## src/rtl/bcd_display_ctrl.sv

```systemverilog
// Binary-to-BCD converter (double-dabble, one bit per cycle) feeding a
// five-digit multiplexed display with leading-zero blanking.
module bcd_display_ctrl #(
  parameter int unsigned SCAN_DIV = 1000
) (
  input  logic        clk,
  input  logic        rst,
  input  logic        load,
  input  logic [15:0] value,
  input  logic        enable,
  output logic        busy,
  output logic        done,
  output logic [4:0]  digit_sel,
  output logic [3:0]  digit_val
);

  // state  | meaning
  // IDLE   | waiting for load; display shows last committed result
  // CONV   | 16 double-dabble steps, one bit per cycle
  // COMMIT | accumulator copied (blanked) into display on exit edge
  typedef enum logic [1:0] {IDLE, CONV, COMMIT} state_t;

  state_t      state_q, state_d;
  logic [15:0] sr_q, sr_d;
  logic [19:0] acc_q, acc_d;
  logic [3:0]  cnt_q, cnt_d;
  logic [19:0] disp_q, disp_d;
  logic [15:0] presc_q, presc_d;
  logic [2:0]  idx_q, idx_d;
  logic [4:0]  sel_q, sel_d;
  logic [3:0]  val_q, val_d;

  logic [19:0] adj;
  logic [19:0] blanked;
  logic        lead;

  always_comb begin
    adj = acc_q;
    for (int i = 0; i < 5; i++) begin
      if (acc_q[4*i +: 4] >= 4'd5) adj[4*i +: 4] = acc_q[4*i +: 4] + 4'd3;
    end
  end

  // D1 is never blanked so a zero result still shows a single 0.
  always_comb begin
    blanked = acc_q;
    lead    = 1'b1;
    for (int i = 4; i >= 1; i--) begin
      if (acc_q[4*i +: 4] != 4'd0) lead = 1'b0;
      if (lead) blanked[4*i +: 4] = 4'hF;
    end
  end

  always_comb begin
    state_d = state_q;
    sr_d    = sr_q;
    acc_d   = acc_q;
    cnt_d   = cnt_q;
    disp_d  = disp_q;
    case (state_q)
      IDLE: begin
        if (load) begin
          sr_d    = value;
          acc_d   = 20'd0;
          cnt_d   = 4'd0;
          state_d = CONV;
        end
      end
      CONV: begin
        {acc_d, sr_d} = {adj[18:0], sr_q, 1'b0};
        cnt_d = cnt_q + 4'd1;
        if (cnt_q == 4'd15) state_d = COMMIT;
      end
      COMMIT: begin
        disp_d  = blanked;
        state_d = IDLE;
      end
      default: state_d = IDLE;
    endcase
  end

  // Scan path runs free of the FSM and of enable; only the outputs are gated.
  always_comb begin
    presc_d = presc_q + 16'd1;
    idx_d   = idx_q;
    if (presc_q == 16'(SCAN_DIV - 1)) begin
      presc_d = 16'd0;
      idx_d   = (idx_q == 3'd4) ? 3'd0 : idx_q + 3'd1;
    end
    sel_d = 5'b00000;
    val_d = 4'hF;
    if (enable) begin
      sel_d = 5'b00001 << idx_q;
      val_d = disp_q[{idx_q, 2'b00} +: 4];
    end
  end

  always_ff @(posedge clk or posedge rst) begin
    if (rst) begin
      state_q <= IDLE;
      sr_q    <= 16'd0;
      acc_q   <= 20'd0;
      cnt_q   <= 4'd0;
      disp_q  <= 20'hFFFFF;
      presc_q <= 16'd0;
      idx_q   <= 3'd0;
      sel_q   <= 5'b00000;
      val_q   <= 4'hF;
    end else begin
      state_q <= state_d;
      sr_q    <= sr_d;
      acc_q   <= acc_d;
      cnt_q   <= cnt_d;
      disp_q  <= disp_d;
      presc_q <= presc_d;
      idx_q   <= idx_d;
      sel_q   <= sel_d;
      val_q   <= val_d;
    end
  end

  assign busy      = (state_q != IDLE);
  assign done      = (state_q == COMMIT);
  assign digit_sel = sel_q;
  assign digit_val = val_q;

endmodule

```

## config.mk

```make
export PLATFORM = sky130hd
export DESIGN_NAME = bcd_display_ctrl
export DESIGN_NICKNAME = d
export VERILOG_FILES = /design/src/rtl/bcd_display_ctrl.sv
export SDC_FILE = /design/constraint.sdc
export NUM_CORES = 1
export LEC_CHECK = 0
export ABC_AREA = 0
export BUFFER_PORTS_ARGS = -buffer_cell sky130_fd_sc_hd__buf_2
export CORE_MARGIN = 2
export CORE_UTILIZATION = 40
export CTS_CLUSTER_SIZE = 10
export DETAILED_ROUTE_END_ITERATION = 7
export SYNTH_ARGS = -nofsm -noshare
export SYNTH_HDL_FRONTEND = slang
export SYNTH_SLANG_ARGS = --single-unit
```

## constraint.sdc

```tcl
create_clock -name clk -period 3.32 [get_ports clk]
set_input_delay 0.332 -clock clk [delete_from_list [all_inputs] [get_ports clk]]
set_output_delay 0.332 -clock clk [all_outputs]
set_load 0.1 [all_outputs]
```

==> flow_metrics.tcl <==
set metrics [dict create \
    num_rows 38 \
    worst_setup_path_end_kind "primary output" \
    ys_ff_latch 90 \
    drive_above_1_share 0.2090 \
    vias_per_cell 5.181 \
    fin_crit_ns 2.218 \
    synth_most_common_cell "dfrtp_1" \
    async_reset_ff_frac 1.000 \
    clock_latency_ns 0.36 \
    yosysUniqueCellTypes 45 \
    drcViolationCount 0 \
    die_y_um 109.0 \
    use_met2 0.2436 \
    tightest_slew_ns 0.7497 \
    synthCells 412 \
    cp-startpoint "state_q[0]" \
    finalHoldViolations 0 \
    grt_use_total 0.1589 \
    critPathSlowestCell "dfrtp_1" \
    hold_class "in2async" \
    start_util 0.4089 \
    fmax_mhz 450.8 \
    cts_tree "done" \
    htreeDepth 3 \
    synth_nets 452 \
    crit_required_ns 2.99 \
    netlist_top_cells_count "66 x dfrtp_1, 32 x a21oi_1, 29 x nand2_1, 29 x nor2_1, 25 x o21ai_0" \
    cpPeakStageDelay_ns 0.66 \
    ctsLongestPathBuffers 2 \
    synth.cell_area_um2 4413 \
    setup_violations 0 \
    dp_hpwl_um 5676 \
    path_cells "buf_4, or2_2, buf_2" \
    die_width_um 109.0 \
    rsz0062_at_grt "no" \
    worstPathMaxFanout 22 \
    area_growth_pct 11.28 \
    postLayoutCoreUtil 0.4550 \
    first_pass_iters 4 \
    synth-seq-area-share 0.5172 \
    drt-initial-drc-count 136 \
    dieArea_um2 11890 \
    clk_pin_slew_ns 0.09 \
    diodes 0 \
    post_cts_buffers 0 \
    slew_viol_final 0 \
    final_area_um2 4911 \
    grt-ovfl-total 0 \
    antenna_found_initial 0 \
    grt-busiest-layer "met2" \
    worstSetupStartpointType "register" \
    nets 480 \
    wl_per_cell_um 14.28 \
    syn_avg_cell_area_um2 10.71 \
    cts_hold_repair.buffers 0 \
    slew_headroom 0.4964 \
    io_buffers 30 \
    crit_arrival_ns 1.89 \
    leakage_nw 2.196 \
    final_cells 585 \
    setup_tns_ns 0 \
    vias 3031 \
    synth_edf_count 0 \
    ir_drop_mv 0.3649 \
    dp.cells 569 \
    status "finished clean" \
    worstReg2RegStart "acc_q[16]" \
    grt_max_degree 49 \
    cts_sinks 90 \
    fin_crit_sh 0.6681 \
    synthFlopType "dfrtp_1" \
    dpl_cell_area_um2 4713 \
    drv_cap 0 \
    first_global_vias 3153 \
    numCtsBuffers 9 \
    routed_wl_um 8354 \
    grtUsageMet3 0.03467 \
    root_buffer "clkbuf_8" \
    io_pins 31 \
    cts_resized 0 \
    drt.antenna.violating_nets 0 \
    synth.largest_area_cell "dfrtp_1" \
    place.gp.congestion 0.7440 \
    power.density_nw_per_um2 797.8 \
    synth_area_leaders "dfrtp_1 37%, dfstp_2 14%, ha_1 5.7%, a21oi_1 3.6%, o21ai_0 2.8%" \
    fin_worst_skew_ns 0.009025 \
    synth_warnings 0 \
    synth_top_area_share 0.3743 \
    finalPower_mw 3.918 \
    critical_path_class "reg2out" \
    fp.coreArea_um2 10790 \
    met1_usage 0.2182 \
    grt_pass1_wl_um 14750 \
]
## state kept, by name (all words and copies together), names as in the netlist
name       flops
acc_q         20
idx_q          3
digit_sel      5
presc_q       16
sr_q          16
cnt_q          4
state_q        2
disp_q        20
digit_val      4
## area by class of cell
type                            count  area, µm²
Clock buffer                       12      145.1
Inverter                           19      72.57
Tap cell                          140      175.2
Fill cell                        1036       5882
Sequential cell                    90       2282
Multi-Input combinational cell    285       1983
Timing Repair Buffer               35      200.2
Clock inverter                      4      52.55
## critical path: cells and delay by family, from the launching register on
| kind | cells | cell delay, ns |
|---|---|---|
| and+or+nand+nor | 1 | 0.15 |
| buffers and inverters | 2 | 0.73 |
| DFF | 1 | 0.66 |
## cell families after synthesis
logic type / share of synthesized area
mux: 0.04196
flops: 0.5172
buf+inv: 0.03402
compound gates: 0.1409
fa+ha+maj: 0.05671
simple gates: 0.1715
xor+xnor: 0.03771
## where the power goes
part	total, mW	switching (mW)	internal [mW]	leakage (nW)
logic	1.40	0.775	0.629	1.00
clock network	0.760	0.390	0.370	0.0888
registers	1.75	0.282	1.47	1.10
total	3.92	1.45	2.47	2.20
## metal layers
| layer | wire, µm | share of wire |
|---|---|---|
| met1 | 4141 | 0.50 |
| met2 | 3817 | 0.46 |
| met3 | 256 | 0.031 |
| met4 | 139 | 0.017 |
| met5 | 0 | 0 |
## path summary, 6_finish.rpt
check,cells past startpoint,end,slack (ns)
max,3,busy,1.10
min,2,digit_sel[3],0.07
max reg2reg,6,disp_q[4],1.22
min reg2reg,1,presc_q[15],0.48
max in group asynchronous,3,disp_q[11],2.50
min in group clk,2,digit_val[2],0.19
## metrics by stage
| stage | worst slack (ns) | hold WS (ns) |
|---|---|---|
| after CTS | 1.053 | 0.08872 |
| after detailed placement | 1.244 | 0.4616 |
| after global routing | 0.9525 | 0.1144 |
| final | 1.102 | 0.07032 |
| after global placement | 1.352 | 0.4592 |
| after floorplan | 0.6925 | 0.3925 |
## placed cells by master, fill, tap and decap left out, drive strengths merged, types with 2 or more instances in the layout
cell type / n
nand4: 3
nand2b: 6
nor2b: 4
xor2: 7
mux2: 4
mux2i: 5
nor3b: 5
and2: 4
o22ai: 8
a21oi: 32
dfstp: 24
ha: 20
or2: 3
and3: 3
nor3: 7
or3: 3
buf: 35
o22a: 8
nand3b: 2
nor2: 29
and3b: 14
clkbuf: 12
a32o: 5
inv: 18
nand2: 29
nand3: 18
or2b: 2
dfrtp: 66
clkinvlp: 3
o21ai: 28
mux4: 4
o31ai: 5
a22o: 7
xnor2: 12
No activity file was read; power rests on OpenSTA's default activity.
